<file path="src/rtl/alu_share_arbiter.sv">
// alu_share_arbiter
//   Shares one combinational ALU between two requesters. Each cycle the
//   arbiter grants at most one valid request, alternating priority when both
//   requesters are valid. It drives the ALU with the winner's operands and
//   captures the result, the requester id and the tag in a one-entry response
//   register.
// Ports:
//   clk, rst_n                 clock, asynchronous active-low reset
//   reqN_valid/ready           request handshake for requester N (0/1)
//   reqN_operand_a/b, alu_op   request payload
//   reqN_tag                   opaque tag returned with the result
//   alu_operand_a/b, alu_op    drive to the shared ALU (all 0 when idle)
//   alu_result                 combinational result from the shared ALU
//   rsp_valid/ready            response handshake
//   rsp_result, rsp_id, rsp_tag  captured result, requester index, tag
//   busy_cycles                saturating count of grant cycles
module alu_share_arbiter #(
  parameter int DATA_W = 32,
  parameter int TAG_W  = 4
) (
  input  logic              clk,
  input  logic              rst_n,
  input  logic              req0_valid,
  output logic              req0_ready,
  input  logic [DATA_W-1:0] req0_operand_a,
  input  logic [DATA_W-1:0] req0_operand_b,
  input  logic [3:0]        req0_alu_op,
  input  logic [TAG_W-1:0]  req0_tag,
  input  logic              req1_valid,
  output logic              req1_ready,
  input  logic [DATA_W-1:0] req1_operand_a,
  input  logic [DATA_W-1:0] req1_operand_b,
  input  logic [3:0]        req1_alu_op,
  input  logic [TAG_W-1:0]  req1_tag,
  output logic [DATA_W-1:0] alu_operand_a,
  output logic [DATA_W-1:0] alu_operand_b,
  output logic [3:0]        alu_op,
  input  logic [DATA_W-1:0] alu_result,
  output logic              rsp_valid,
  input  logic              rsp_ready,
  output logic [DATA_W-1:0] rsp_result,
  output logic              rsp_id,
  output logic [TAG_W-1:0]  rsp_tag,
  output logic [15:0]       busy_cycles
);

  typedef struct packed {
    logic [DATA_W-1:0] a;
    logic [DATA_W-1:0] b;
    logic [3:0]        op;
    logic [TAG_W-1:0]  tag;
  } req_t;

  req_t [1:0] req;
  req_t       sel;
  logic [1:0] vld;
  logic [1:0] gnt;
  logic       can_accept;
  logic       any_gnt;
  logic       prio;       // 0: requester 0 wins a tie, 1: requester 1 wins

  assign req[0] = {req0_operand_a, req0_operand_b, req0_alu_op, req0_tag};
  assign req[1] = {req1_operand_a, req1_operand_b, req1_alu_op, req1_tag};
  assign vld    = {req1_valid, req0_valid};

  // rst_n is folded in so that no ready can appear while reset is held,
  // even though rsp_valid is already cleared by then.
  assign can_accept = rst_n && (!rsp_valid || rsp_ready);

  assign gnt[0]  = can_accept && vld[0] && (!vld[1] || !prio);
  assign gnt[1]  = can_accept && vld[1] && (!vld[0] ||  prio);
  assign any_gnt = |gnt;

  assign req0_ready = gnt[0];
  assign req1_ready = gnt[1];

  always_comb begin
    sel = '0;
    if (gnt[0])      sel = req[0];
    else if (gnt[1]) sel = req[1];
  end

  assign alu_operand_a = sel.a;
  assign alu_operand_b = sel.b;
  assign alu_op        = sel.op;

  always_ff @(posedge clk or negedge rst_n) begin
    if (!rst_n) begin
      rsp_valid   <= 1'b0;
      rsp_result  <= '0;
      rsp_id      <= 1'b0;
      rsp_tag     <= '0;
      busy_cycles <= '0;
      prio        <= 1'b0;
    end else if (any_gnt) begin
      // A grant implies can_accept, so reloading here also covers the
      // drain-and-refill case at full throughput.
      rsp_valid  <= 1'b1;
      rsp_result <= alu_result;
      rsp_id     <= gnt[1];
      rsp_tag    <= sel.tag;
      prio       <= gnt[0];
      if (busy_cycles != 16'hFFFF) busy_cycles <= busy_cycles + 16'd1;
    end else if (rsp_ready) begin
      rsp_valid <= 1'b0;
    end
  end

endmodule

</file>
<file path="config.mk">
export PLATFORM = sky130hd
export DESIGN_NAME = alu_share_arbiter
export DESIGN_NICKNAME = d
export VERILOG_FILES = /design/src/rtl/alu_share_arbiter.sv
export SDC_FILE = /design/constraint.sdc
export NUM_CORES = 1
export LEC_CHECK = 0
export ABC_AREA = 1
export CAP_MARGIN = 20
export CORE_AREA = 2 2 119 121
export CTS_CLUSTER_SIZE = 12
export DETAILED_ROUTE_END_ITERATION = 6
export DIE_AREA = 0 0 121 123
export PLACE_DENSITY_LB_ADDON = 0.15
export SYNTH_ARGS = -nofsm -noshare
export SYNTH_HDL_FRONTEND = slang
export SYNTH_SLANG_ARGS = --single-unit
</file>
<file path="constraint.sdc">
create_clock -name clk -period 2.6 [get_ports clk]
set_clock_uncertainty 0.1 [all_clocks]
set_input_delay 0.78 -clock clk [delete_from_list [all_inputs] [get_ports clk]]
set_output_delay 0.78 -clock clk [all_outputs]
set_load 0.02 [all_outputs]
</file>
======== Yosys cells after proc, flatten, opt, wreduce, memory -nomap -nowiden ========
Cells that the tools add are included.
storage, ports and cells
  register bits ........................... 55
  input bits .............................. 181
  output and inout port bits .............. 124
  logic and storage cells ................. 27
operators by class
  $add $sub $neg .......................... 1
  equality and inequality tests ........... 1
  muxes and demuxes ....................... 4
  reductions and logical operators ........ 15
operator list
  kind                     count
  $mux W72                 2
  $add A16 B1 Y16 const B  1
  $ne A16 B16 Y1 const B   1
  $logic_and A1 B1 Y1      5
  $logic_not A1 Y1         4
  $logic_or A1 B1 Y1       3
  $mux W1                  2
  $reduce_and A2 Y1        1
  $reduce_bool A2 Y1       1
  $reduce_or A2 Y1         1

======== Longest topological paths before layout ========
Gate-level depths: netlist (run 1).
  word-level depth ........................ 7
  gate-level depth with buffers ........... 10
  depth with buffers taken out ............ 9

======== Worst setup path after synthesis (run 1) ========
Ideal clock, no wire load.
  kind .................................... input -> output
  from .................................... in req1_valid
  to ...................................... out alu_operand_a[26]
  data arrival time ....................... 1.758 ns
  required time ........................... 1.720 ns
  path slack .............................. -0.038 ns
  stages .................................. 7
  buffers on the path ..................... 3
  cell sequence ........................... nand2_1 > nand2_1 > nor2_1 > buf_2 > buf_2 > a22o_1 > buf_4
RTL lines
  element          line  RTL
  start, declared  29    input logic req1_valid,
  end, declared    35    output logic [DATA_W-1:0] alu_operand_a,

======== Final worst setup path (run 1) ========
  from .................................... in rsp_ready
  to ...................................... out alu_operand_a[28]
between the ends
  word-level cells in the longest chain between the ends .. 6
  elaborated cells between the ends (all ways) .. 8
  those cells by class .................... mux: 2; reduce/logical: 6
RTL lines
  element                            line  RTL
  start, declared                    40    input logic rsp_ready,
  $logic_or A1 B1 Y1 (*)             68    assign can_accept = rst_n && (!rsp_valid || rsp_ready);
  $logic_and A1 B1 Y1 (*)            68
  $logic_and A1 B1 Y1 (2 in series)  71    assign gnt[1] = can_accept && vld[1] && (!vld[0] || prio);
  $mux W72                           80    else if (gnt[1]) sel = req[1];
  $mux W72 (*)                       79    if (gnt[0]) sel = req[0];
Every way passes the cells marked *; elsewhere a longest branch is shown, timed or not.

==> run metrics, run 1 <==
outcome complete, but fails checks; failing checks setup timing; hold_sp rsp_id; CTS buffer count 5; crit path cell chain buf_6, o21ai_4, buf_6, nor2_4, buf_6, buf_12, buf_16, a22o_1, buf_6; Yosys reg bits 55; Reg area 1380 sq um; Multi-input gate area 1710 sq um; post-route setup slack -218 ps; core footprint 13600 sq um; Post-CTS Hold Fix Bufs 0; Post-Route Utilization 0.538; Worst Setup End Kind output port; total routed wirelength 16800 um; FP Rows 43; Max-Cap Viols 0; pwr dens 553 nW/um^2; Sink Count 55; gate count of the mapped netlist 478; routability congestion estimate 0.862; first-pass GRT wire length 23600 um; Die Y 123 um; Reg2Reg Setup Slack 240 ps; CP Depth 9; Final Non-Filler Cells 917; Critical Path Fanout Max 5; unrepaired setup endpoints after global routing yes; initial antenna violation count 1; Worst R2R Path Depth 12; Via density 4.55; overall global routing resource usage 0.208; dpl cells 881; Initial DRT Pass Iterations 4; Reg-to-Reg End busy_cycles[7]; slowest CP cell a22o_1; layout net count 916; Port Buf Inserts 304; most used cell, CP buf_6; Crit path largest cell delay 220 ps; Max Clock Freq 0.355 GHz; period utilization 1.08; total gr overflow 0; io pins 305; crit path capture alu_operand_a[28]; clock root cell clkbuf_16; CTS tree done; share of cells above drive strength 1 0.192; Slew headroom 0.525; DRT antenna net count 0; Syn Nets 660; vias post-DR 4175; WL/cell 18.3 um; CTS H-Tree Depth 2; Startpoint Class input pin; CP Class in2out; Yosys cell types 21; vias in the first global route 4092; largest net degree at the start of global routing 56; Starting Density 0.273; Warnings, synthesis 0; Die Wd 121 um; Layout area overhead 97.4%; die area 14900 sq um; Detailed Route Iter0 Violations 184; Critical path origin rsp_ready; # setup viols final 66; Worst-path clk slew 70 ps; Seq/Total Area, Yosys 0.371; Post-DP HPWL 12200 um; slew at the pin closest to its max-slew limit 712 ps; VDD IR max 0.394 mV; final period demand of the worst path 2820 ps; Required @ worst endpoint 1720 ps; Buf/Inv on CP 6; most frequent cells in the layout 230 x clkdlybuf4s50_1, 193 x nand2_1, 70 x buf_6, 64 x a22o_1, 55 x dfrtp_1; final hold viol count 0; worst path arrival time 1940 ps; Filler cells 1243; CP delay by family, top buffers and inverters; Slew Viols, Final 0; Synth Area per Inst 7.77 sq um; leakage 3.31 nW; min-delay worst type reg2reg; Post-route DRC 0; clock buffer depth 2; Mapped Area 3710 sq um; clock latency at the later pin of the worst-skew pair 290 ps; Worst R2R Start rsp_valid; commonest non-fill, non-tap cell in the layout clkdlybuf4s50_1
## worst min-delay path, cell delays in order (launching register included)
cell and delay [ps]:
dfrtp_1 340, nand2_1 50, nand2_1 50
## cells by family after synthesis
family                   count (synthesis)  share of synthesized area
AND/OR/NAND/NOR                        235                      0.254
flip-flops                              55                      0.371
AO/OA/AOI/OAI                           73                      0.167
adder cells (fa/ha/maj)                  1                    0.00337
XOR/XNOR                                 7                     0.0165
buffers and inverters                  107                      0.189
## cell usage after synthesis (all sizes together)
master / n / share of area
nand2: 198 / 0.20
buf: 93 / 0.17
a22o: 68 / 0.16
dfrtp: 55 / 0.37
nor2: 22 / 0.028
inv: 14 / 0.014
nand3: 10 / 0.013
nand4: 5 / 0.0084
o21ai: 5 / 0.0067
xnor2: 4 / 0.0094
xor2: 3 / 0.0071
ha: 1 / 0.0034
## sequential cells by signal, summed over array words and instances, names as in the netlist
signal	count
rsp_id	1
rsp_valid	1
busy_cycles	16
rsp_result	32
prio	1
rsp_tag	4
## per-layer routing
| layer | track usage | wire length [um] | up-vias |
|---|---|---|---|
| met5 | 0 | 0 | - |
| met4 | 0.0741 | 474 | 0 |
| met3 | 0.0374 | 1010 | 23 |
| met2 | 0.402 | 9270 | 159 |
| met1 | 0.225 | 6020 | 1982 |
| li1 | - | - | 2011 |
## power breakdown
part	switching, mW	total [mW]	internal [mW]	leakage (nW)
logic	1.02	2.17	1.15	2.55
registers	0.160	1.23	1.07	0.697
clock network	0.305	0.661	0.356	0.0669
total	1.48	4.05	2.57	3.31
## repair_timing
item                       4_1_cts  5_1_grt
setup buffers                   12        2
setup endpoints to repair       70       70
gates resized for setup        445        5
pin swaps                       23       10
cloned                          10        5
## per-stage QoR
stage | instance area [sq um] | setup TNS, ps | power, mW | setup slack [ps] | hold slack [ps]
after floorplan | 3720 | 0 | 2.22 | 27.6 | 358
final | 7330 | -9730 | 4.05 | -218 | 374
after detailed placement | 6540 | -69230 | 3.20 | -1020 | 363
after CTS | 7260 | -10550 | 4.08 | -211 | 378
after global placement | 6540 | -67160 | 3.18 | -998 | 363
after global routing | 7330 | -12440 | 4.28 | -256 | 404
## how the worst min path moves through the flow
stage,to,slack (ps),depth (start not counted)
CTS,rsp_id,380,2
finish,rsp_id,370,2
global route,rsp_result[7],400,2
floorplan,prio,360,2
detailed placement,rsp_id,360,2
global placement,rsp_result[21],360,2
## cell type report
cell class | instances | share of cell area
multi-input combinational | 316 | 0.234
clock buffer | 6 | 0.0176
clock inverter | 2 | 0.00171
sequential | 55 | 0.188
antenna | 2 | 0.000683
inverter | 14 | 0.00717
tap | 180 | 0.0307
timing repair buffer | 342 | 0.520
(Power assumes the default switching activity.)
==> run 2: changes to the inputs <==
--- a/config.mk
+++ b/config.mk
@@ -6,7 +6,7 @@
 export NUM_CORES = 1
 export LEC_CHECK = 0
 export ABC_AREA = 1
-export CAP_MARGIN = 20
+export CAP_MARGIN = 30
 export CORE_AREA = 2 2 119 121
 export CTS_CLUSTER_SIZE = 12
 export DETAILED_ROUTE_END_ITERATION = 6
==> results of run 2 <==
The final DEF is identical to that of run 1; final timing and power are the same.
